File: src/rtl/seq_mult.sv
// -----------------------------------------------------------------------------
// seq_mult
//
// Multi-cycle shift-add multiplier serving MULT / MULTU in the dynamic
// pipeline. One multiplier bit is retired per clock, so a full product takes
// WIDTH clock edges after the start edge. Signed operation is handled by
// multiplying magnitudes and negating the 2*WIDTH result at the end.
//
// Ports:
//   clk           rising-edge clock
//   reset         asynchronous, active-high reset
//   start         operation request, accepted in IDLE or DONE
//   cancel        synchronous abort of an in-flight operation (flush)
//   sign          1 = signed (MULT), 0 = unsigned (MULTU); sampled with start
//   multiplicand  operand A; sampled with start
//   multiplier    operand B; sampled with start
//   busy          high while the multiply is iterating
//   done          one-cycle pulse; hi/lo valid from this cycle on
//   hi            product[2*WIDTH-1:WIDTH]
//   lo            product[WIDTH-1:0]
// -----------------------------------------------------------------------------
module seq_mult #(
    parameter int WIDTH = 32
) (
    input  logic             clk,
    input  logic             reset,
    input  logic             start,
    input  logic             cancel,
    input  logic             sign,
    input  logic [WIDTH-1:0] multiplicand,
    input  logic [WIDTH-1:0] multiplier,
    output logic             busy,
    output logic             done,
    output logic [WIDTH-1:0] hi,
    output logic [WIDTH-1:0] lo
);

    localparam int CW = (WIDTH > 1) ? $clog2(WIDTH) : 1;
    localparam int PW = 2 * WIDTH;

    localparam logic [CW-1:0]    LAST_CNT = CW'(WIDTH - 1);
    localparam logic [CW-1:0]    ZERO_CNT = {CW{1'b0}};
    localparam logic [CW-1:0]    ONE_CNT  = CW'(1);
    localparam logic [WIDTH-1:0] ZERO_W   = {WIDTH{1'b0}};
    localparam logic [WIDTH-1:0] ONE_W    = WIDTH'(1);
    localparam logic [PW-1:0]    ZERO_P   = {PW{1'b0}};
    localparam logic [PW-1:0]    ONE_P    = PW'(1);

    typedef enum logic [1:0] {
        ST_IDLE = 2'd0,
        ST_CALC = 2'd1,
        ST_DONE = 2'd2
    } state_t;

    // Magnitude of an operand; the most negative value maps onto itself,
    // which is exactly right once read as unsigned.
    function automatic logic [WIDTH-1:0] magnitude(input logic [WIDTH-1:0] v,
                                                   input logic             is_signed);
        logic [WIDTH-1:0] m;
        if (is_signed && v[WIDTH-1]) begin
            m = ~v + ONE_W;
        end else begin
            m = v;
        end
        return m;
    endfunction

    // Two's complement of a full-width product (zero negates to zero).
    function automatic logic [PW-1:0] negate_p(input logic [PW-1:0] v);
        return ~v + ONE_P;
    endfunction

    state_t           state_r, state_s;
    logic [PW-1:0]    acc_r, acc_s;
    logic [PW-1:0]    mcand_r, mcand_s;
    logic [WIDTH-1:0] mplier_r, mplier_s;
    logic [CW-1:0]    count_r, count_s;
    logic             neg_r, neg_s;
    logic [WIDTH-1:0] hi_r, hi_s;
    logic [WIDTH-1:0] lo_r, lo_s;

    logic [PW-1:0]    partial_s;
    logic [PW-1:0]    sum_s;
    logic [PW-1:0]    result_s;
    logic             last_s;

    // Datapath for the current iteration: add the shifted multiplicand when
    // the multiplier LSB is set, and form the signed-corrected result.
    always_comb begin
        partial_s = ZERO_P;
        if (mplier_r[0]) begin
            partial_s = mcand_r;
        end else begin
            partial_s = ZERO_P;
        end
        sum_s    = acc_r + partial_s;
        result_s = neg_r ? negate_p(sum_s) : sum_s;
        last_s   = (count_r == LAST_CNT);
    end

    // Next-state and next-register logic; everything holds unless changed.
    always_comb begin
        state_s  = state_r;
        acc_s    = acc_r;
        mcand_s  = mcand_r;
        mplier_s = mplier_r;
        count_s  = count_r;
        neg_s    = neg_r;
        hi_s     = hi_r;
        lo_s     = lo_r;

        case (state_r)
            ST_IDLE, ST_DONE: begin
                // start wins over cancel outside CALC; DONE accepts a
                // back-to-back issue with no idle bubble.
                if (start) begin
                    mcand_s  = {ZERO_W, magnitude(multiplicand, sign)};
                    mplier_s = magnitude(multiplier, sign);
                    neg_s    = sign & (multiplicand[WIDTH-1] ^ multiplier[WIDTH-1]);
                    acc_s    = ZERO_P;
                    count_s  = ZERO_CNT;
                    state_s  = ST_CALC;
                end else begin
                    state_s  = ST_IDLE;
                end
            end

            ST_CALC: begin
                // cancel takes priority over the completing edge.
                if (cancel) begin
                    state_s = ST_IDLE;
                end else begin
                    acc_s    = sum_s;
                    mcand_s  = mcand_r << 1;
                    mplier_s = mplier_r >> 1;
                    count_s  = count_r + ONE_CNT;
                    if (last_s) begin
                        hi_s    = result_s[PW-1:WIDTH];
                        lo_s    = result_s[WIDTH-1:0];
                        state_s = ST_DONE;
                    end else begin
                        state_s = ST_CALC;
                    end
                end
            end

            default: begin
                state_s = ST_IDLE;
            end
        endcase
    end

    // State and datapath registers with asynchronous reset.
    always_ff @(posedge clk or posedge reset) begin
        if (reset) begin
            state_r  <= ST_IDLE;
            acc_r    <= ZERO_P;
            mcand_r  <= ZERO_P;
            mplier_r <= ZERO_W;
            count_r  <= ZERO_CNT;
            neg_r    <= 1'b0;
            hi_r     <= ZERO_W;
            lo_r     <= ZERO_W;
        end else begin
            state_r  <= state_s;
            acc_r    <= acc_s;
            mcand_r  <= mcand_s;
            mplier_r <= mplier_s;
            count_r  <= count_s;
            neg_r    <= neg_s;
            hi_r     <= hi_s;
            lo_r     <= lo_s;
        end
    end

    assign busy = (state_r == ST_CALC);
    assign done = (state_r == ST_DONE);
    assign hi   = hi_r;
    assign lo   = lo_r;

endmodule
File: config.mk
export PLATFORM = sky130hd
export DESIGN_NAME = seq_mult
export DESIGN_NICKNAME = d
export VERILOG_FILES = /design/src/rtl/seq_mult.sv
export SDC_FILE = /design/constraint.sdc
export NUM_CORES = 1
export LEC_CHECK = 0
export BUFFER_PORTS_ARGS = -buffer_cell sky130_fd_sc_hd__buf_2
export CORE_UTILIZATION = 35
export CTS_CLUSTER_SIZE = 30
export DETAILED_ROUTE_END_ITERATION = 8
export RECOVER_POWER = 100
export SLEW_MARGIN = 0
export SYNTH_ARGS = -nofsm -noshare
export SYNTH_HDL_FRONTEND = slang
export SYNTH_SLANG_ARGS = --single-unit
export TNS_END_PERCENT = 50
File: constraint.sdc
create_clock -name clk -period 9.3 [get_ports clk]
set_input_delay 1.86 -clock clk [delete_from_list [all_inputs] [get_ports clk]]
set_output_delay 1.86 -clock clk [all_outputs]
set_load 0.05 [all_outputs]
# Word level (Yosys, flattened, before mapping)
# Cells that the tools add are included.
# Widths: inputs -> output; s select.
classes:
  addsub: 5
  n_mux: 20
  n_eq_ne: 5
  bitwise_logic: 6
  reduce_logical: 8
ops:
  columns: ["cell", "n"]
  rows:
  - ["$mux 64", 6]
  - ["$pmux 64 s2", 2]
  - ["$mux 32", 4]
  - ["$add 32x1->32 const B", 2]
  - ["$add 64x1->64 const B", 1]
  - ["$add 64x64->64", 1]
  - ["$not 32->32", 2]
  - ["$not 64->64", 1]
  - ["$pmux 32 s2", 1]
  - ["$mux 5", 2]
  - ["$pmux 5 s2", 1]
  - ["$reduce_and 3->1", 2]
  - ["$add 5x1->5 const B", 1]
  - ["$eq 5x5->1 const B", 1]
  - ["$mux 2", 2]
  - ["$ne 2x2->1 const B", 2]
  - ["$pmux 2 s2", 1]
  - ["$eq 2x1->1 const B", 1]
  - ["$eq 2x2->1 const B", 1]
  - ["$logic_and 1x1->1", 2]
  - ["$logic_not 2->1", 1]
  - ["$reduce_and 2->1", 1]
  - ["$reduce_bool 2->1", 1]
  - ["$reduce_or 2->1", 1]
  - ["4 further kinds", 4]
totals:
  inputBits: 69
  reg_bits: 232

# Depth between registers and ports, before layout
depth:
  word_depth: 5
  mapped_depth: 19
  ltp_nobuf: 16

# Worst setup path before layout
# Ideal clock, no wire load.
synth_timing:
  kind: "register to register"
  start: "reg mplier_r[0]"
  end: "reg hi_r[30], in the netlist hi[30]"
  setup_time_ns: 0.070
  slack_ns: 4.297
  path_buffers: 2
  synth_period_minus_slack_ns: 5.003
  stages_incl_launch_ff: 19
  arrival_ns: 4.933
  path_cell_list: "dfrtp_1 -> clkbuf_1 -> clkbuf_1 -> and2_1 -> ha_1 -> inv_1 -> fa_1 -> nand2b_1 -> a211oi_4 -> o211ai_1 -> a211oi_1 -> o211ai_1 -> o311ai_4 -> nand4_1 -> or2_2 -> or4_1 -> or4_1 -> or4_1 -> nand3_1"
synth_via:
  elab_chain_len: 5
synth_rtl:
  columns: ["element", "line_no", "source"]
  rows:
  - ["start: declaration", "76", "logic [WIDTH-1:0] mplier_r, mplier_s;"]
  - ["start signal: assignment", "168", "mplier_r <= mplier_s;"]
  - ["$mux 64 *", "91", "if (mplier_r[0]) begin"]
  - ["$add 64x64->64 *", "96", "sum_s = acc_r + partial_s;"]
  - ["$not 64->64", "70", "return ~v + ONE_P;"]
  - ["$add 64x1->64", "70", null]
  - ["$mux 64 *", "97", "result_s = neg_r ? negate_p(sum_s) : sum_s;"]
  - ["end signal: assignment", "171", "hi_r <= hi_s;"]
  - ["end: declaration", "79", "logic [WIDTH-1:0] hi_r, hi_s;"]
# Every way passes the cells marked *; elsewhere a longest branch is shown, timed or not.
# A chain may end at the register's enable or synchronous reset.

# Worst setup path after layout
layout_timing:
  start: "in cancel"
  end: "reg mcand_r[16]"
layout_via:
  elab_chain_len: 2
layout_rtl:
  columns: ["element", "line_no", "source"]
  rows:
  - ["start: declaration", "28", "input logic cancel,"]
  - ["$ne 2x2->1 (no line)", null, null]
  - ["$reduce_and 3->1 (no line)", null, null]
  - ["end signal: assignment", "167", "mcand_r <= mcand_s;"]
  - ["end: declaration", "75", "logic [PW-1:0] mcand_r, mcand_s;"]
# No other way between the ends.

==> out/results.tsv <==
stage	metric	value	unit
status	outcome	finished with violations	
status	violations	max-capacitance violations, max-slew violations	
clocking	h-tree-depth	1	
pwr	seq_power_share	34.1	%
timing	hold_viol_final	0	
floorplanning	die_h	225	um
flow_run	maxCapViolations	8	
worst_setup_path	worstPathCellList	clkbuf_1, nor2_2, clkbuf_1, nor2_1, clkbuf_2, o21ai_0	
worst_setup_path	path_depth	6	
floorplanning	die_area	0.0506	mm^2
clocking	clockBufferDepth	3	
floorplanning	coreArea	0.0490	mm^2
grt	grtUsageTotal	22.2	%
grt	grt_max_degree	128	
worst_hold_path	holdCritPathClass	reg -> reg	
clocking	cts.sinks	232	
yosys	yosysSeqAreaShare	33.4	%
timing	final.setup.worst_slack	2270	ps
cells_and_area	final_common_cell	nand2_1	
drt	avgRoutedWirePerCell	19.2	um
yosys	syn-cell-area	0.0174	mm^2
pwr	power_frac_comb	33.8	%
worst_setup_path	cp_num_buf_inv	3	
cells_and_area	multi_input_comb_area	0.0109	mm^2
drt	routed_wl	57100	um
clocking	clk_pin_slew	60	ps
placement	pre_cts_ws	3390	ps
worst_setup_path	rr_startpoint	state_r[0]$_DFF_PP0_	
grt	use_met2	32.9	%
clocking	cts_inserted_buffers	28	
yosys	yosysWarnings	0	
timing	fmaxAchievable	142	MHz
yosys	ys_types	92	
worst_setup_path	cpMaxStageDelayCell	nor2_1	
pwr	internal-power	2.26	mW
pwr	p_switching	1.40	mW
grt	grtUsageMet3	3.32	%
drt	vias	16700	
timing	worst_pin_slew	4530	ps
timing	timing.hold.ws	477	ps
floorplanning	pin_count	135	
placement	port_buffers	134	
drt	vias_per_cell	5.60	
timing	fin_crit_sh	75.6	%
timing	min_period	7030	ps
drt	ant_nets	0	
pwr	p_per_area	189	mW/mm^2
grt	grt_overflow_total	0	
worst_setup_path	path_class	in -> reg	
worst_setup_path	end_kind	flip-flop	
pwr	power.share.switching	38.3	%
pwr	ir_worst_vdd	0.000131	V
worst_setup_path	worstPathMaxFanout	103	
drt	drc	0	
timing	finalSetupViolCount	0	
grt	grt_pass1_wl	88900	um
yosys	synth_top_area_share	33.4	%
floorplanning	initial_utilization	35.6	%
pwr	clkPwrFrac	32.0	%
worst_setup_path	crit_family	simple AND/OR/NAND/NOR gates	
worst_setup_path	timing.critical_path.required	9650	ps
cells_and_area	final_cell_mix	376 x nand2_1, 262 x o21ai_0, 232 x dfrtp_1, 189 x a21oi_1, 150 x nor2_1	
clocking	clock_latency	570	ps
yosys	synthCells	2246	
clocking	cts_tree	built	
floorplanning	die_w	225	um
clocking	post_cts_buffers	0	
floorplanning	placementRows	81	
timing	clock-skew-final	14.0	ps
placement	numPlacedInstances	2917	
yosys	synth-seq-cells	232	
timing	slew_headroom	-202	%
cells_and_area	fin_nets	2421	
grt	antenna_found_initial	9	
worst_setup_path	start_kind	primary input	
cells_and_area	register_area	0.00581	mm^2
grt	grt_pass1_vias	15300	
clocking	cts-root-buf	clkbuf_16	
yosys	avgSynthCellArea	7.75	um^2
grt	top_usage_layer	met1	
cells_and_area	fillers	5052	
yosys	synth_area_leader_cell	dfrtp_1	
cells_and_area	area_growth	11.3	%
clocking	cts.repair.resized	0	
pwr	total_leakage_power	8.28	nW
worst_setup_path	ff2ff_setup_slack	2440	ps
yosys	synth-edff-count	0	
timing	setup_tns	0	ps
drt	drtPass1Iterations	5	
yosys	async_reset_ff_share	100	%
worst_setup_path	max_stage_delay	2560	ps
worst_setup_path	crit_top_cell	clkbuf_1	
placement	gp_congestion	1.02	
placement	dpl.hpwl	43800	um
worst_setup_path	worstPathArrival	7380	ps
worst_setup_path	startpoint	cancel	
clocking	holdBufCountCts	0	
worst_setup_path	ff2ff_path_depth	5	
timing	rsz0062_at_grt	no	
cells_and_area	drive_above_1_share	7.29	%
grt	grt_use_met1	33.4	%
yosys	synth.area.top_cells	dfrtp_1 33%, nand2_1 8.1%, o21ai_0 7.4%	
worst_setup_path	rr_endpoint	acc_r[33]$_DFFE_PP0P_	
yosys	yosys_most_used_dff	dfrtp_1	
worst_setup_path	crit_end	mcand_r[16]$_DFFE_PP0P_	
drt	dr.first_iter.drc_count	1358	
timing	drv_slew	657	
yosys	syn_nets	2384	
cells_and_area	instances_no_fill	2972	
power by group through the flow:
stage | combinational (mW) | sequential, mW | clock (mW)
2_1_floorplan | 0.923 | 1.22 | 0
3_3_place_gp | 1.21 | 1.26 | 0
3_5_place_dp | 1.24 | 1.26 | 0
4_1_cts | 1.24 | 1.25 | 1.21
5_1_grt | 1.38 | 1.27 | 1.24
6_report | 1.24 | 1.25 | 1.17
through the flow:
| stage | power (mW) | util [%] | area, um^2 |
|---|---|---|---|
| 2_1_floorplan | 2.14 | - | 17400 |
| 3_3_place_gp | 2.48 | 37.8 | 18500 |
| 3_5_place_dp | 2.50 | 37.8 | 18500 |
| 4_1_cts | 3.69 | 39.8 | 19500 |
| 5_1_grt | 3.89 | 39.6 | 19400 |
| 6_report | 3.67 | 39.6 | 19400 |
synthesized netlist by cell type (22+ instances only):
cell type and instances:
xor2_1 77, ha_1 68, dfrtp_1 232, inv_1 28
nand4_1 40, and2_1 78, xnor2_1 76, o41ai_1 22
o21ai_0 259, nand2_1 377, a21oi_1 189, nor3_1 40
nand3_1 132, nor2_1 151, clkbuf_1 119, o31ai_1 26
sequential cells by signal, summed over array words and instances, names as in the netlist:
name	flops
state_r	2
mplier_r	32
hi	32
mcand_r	64
acc_r	64
neg_r	1
count_r	5
lo	32
layer usage:
| layer | vias up | share of wire [%] |
|---|---|---|
| met3 | 84 | 7.5 |
| met1 | 7886 | 48 |
| met5 | - | 0.074 |
| met2 | 565 | 42 |
| met4 | 6 | 2.1 |
| li1 | 8110 | - |
worst reg2reg max path: stages, from the launching register on:
cell	delay, ps
dfrtp_1	400
nand2b_1	350
clkinvlp_2	1570
nand2b_1	550
clkbuf_1	3070
o21ai_0	610
kinds of logic after synthesis:
| family | Yosys count | synth area share [%] |
|---|---|---|
| flip-flops | 232 | 33.4 |
| buffers and inverters | 174 | 3.93 |
| multiplexers | 10 | 0.597 |
| AND/OR/NAND/NOR | 948 | 26.3 |
| XOR/XNOR | 153 | 7.70 |
| AO/OA/AOI/OAI | 660 | 23.1 |
| adder cells (fa/ha/maj) | 69 | 5.00 |
how the worst min path moves through the flow:
| stage | cells past startpoint | endpoint | start | slack (ps) |
|---|---|---|---|---|
| floorplan | 2 | mcand_r[63]$_DFFE_PP0P_ | mcand_r[63]$_DFFE_PP0P_ | 440 |
| global placement | 2 | hi[17]$_DFFE_PP0P_ | hi[17]$_DFFE_PP0P_ | 460 |
| detailed placement | 2 | hi[7]$_DFFE_PP0P_ | hi[7]$_DFFE_PP0P_ | 470 |
| CTS | 2 | mcand_r[63]$_DFFE_PP0P_ | mcand_r[63]$_DFFE_PP0P_ | 480 |
| global route | 2 | lo[0]$_DFFE_PP0P_ | lo[0]$_DFFE_PP0P_ | 500 |
| finish | 2 | mcand_r[63]$_DFFE_PP0P_ | mcand_r[63]$_DFFE_PP0P_ | 480 |
cell type report:
type                            count  share of cell area (%)
Multi-Input combinational cell   1840                    56.4
Sequential cell                   232                    30.0
Clock buffer                       36                    4.04
Antenna cell                        3                  0.0388
Inverter                           30                   0.594
Clock inverter                     16                    1.04
Tap cell                          664                    4.29
Timing Repair Buffer              151                    3.60
(Power assumes the default switching activity.)
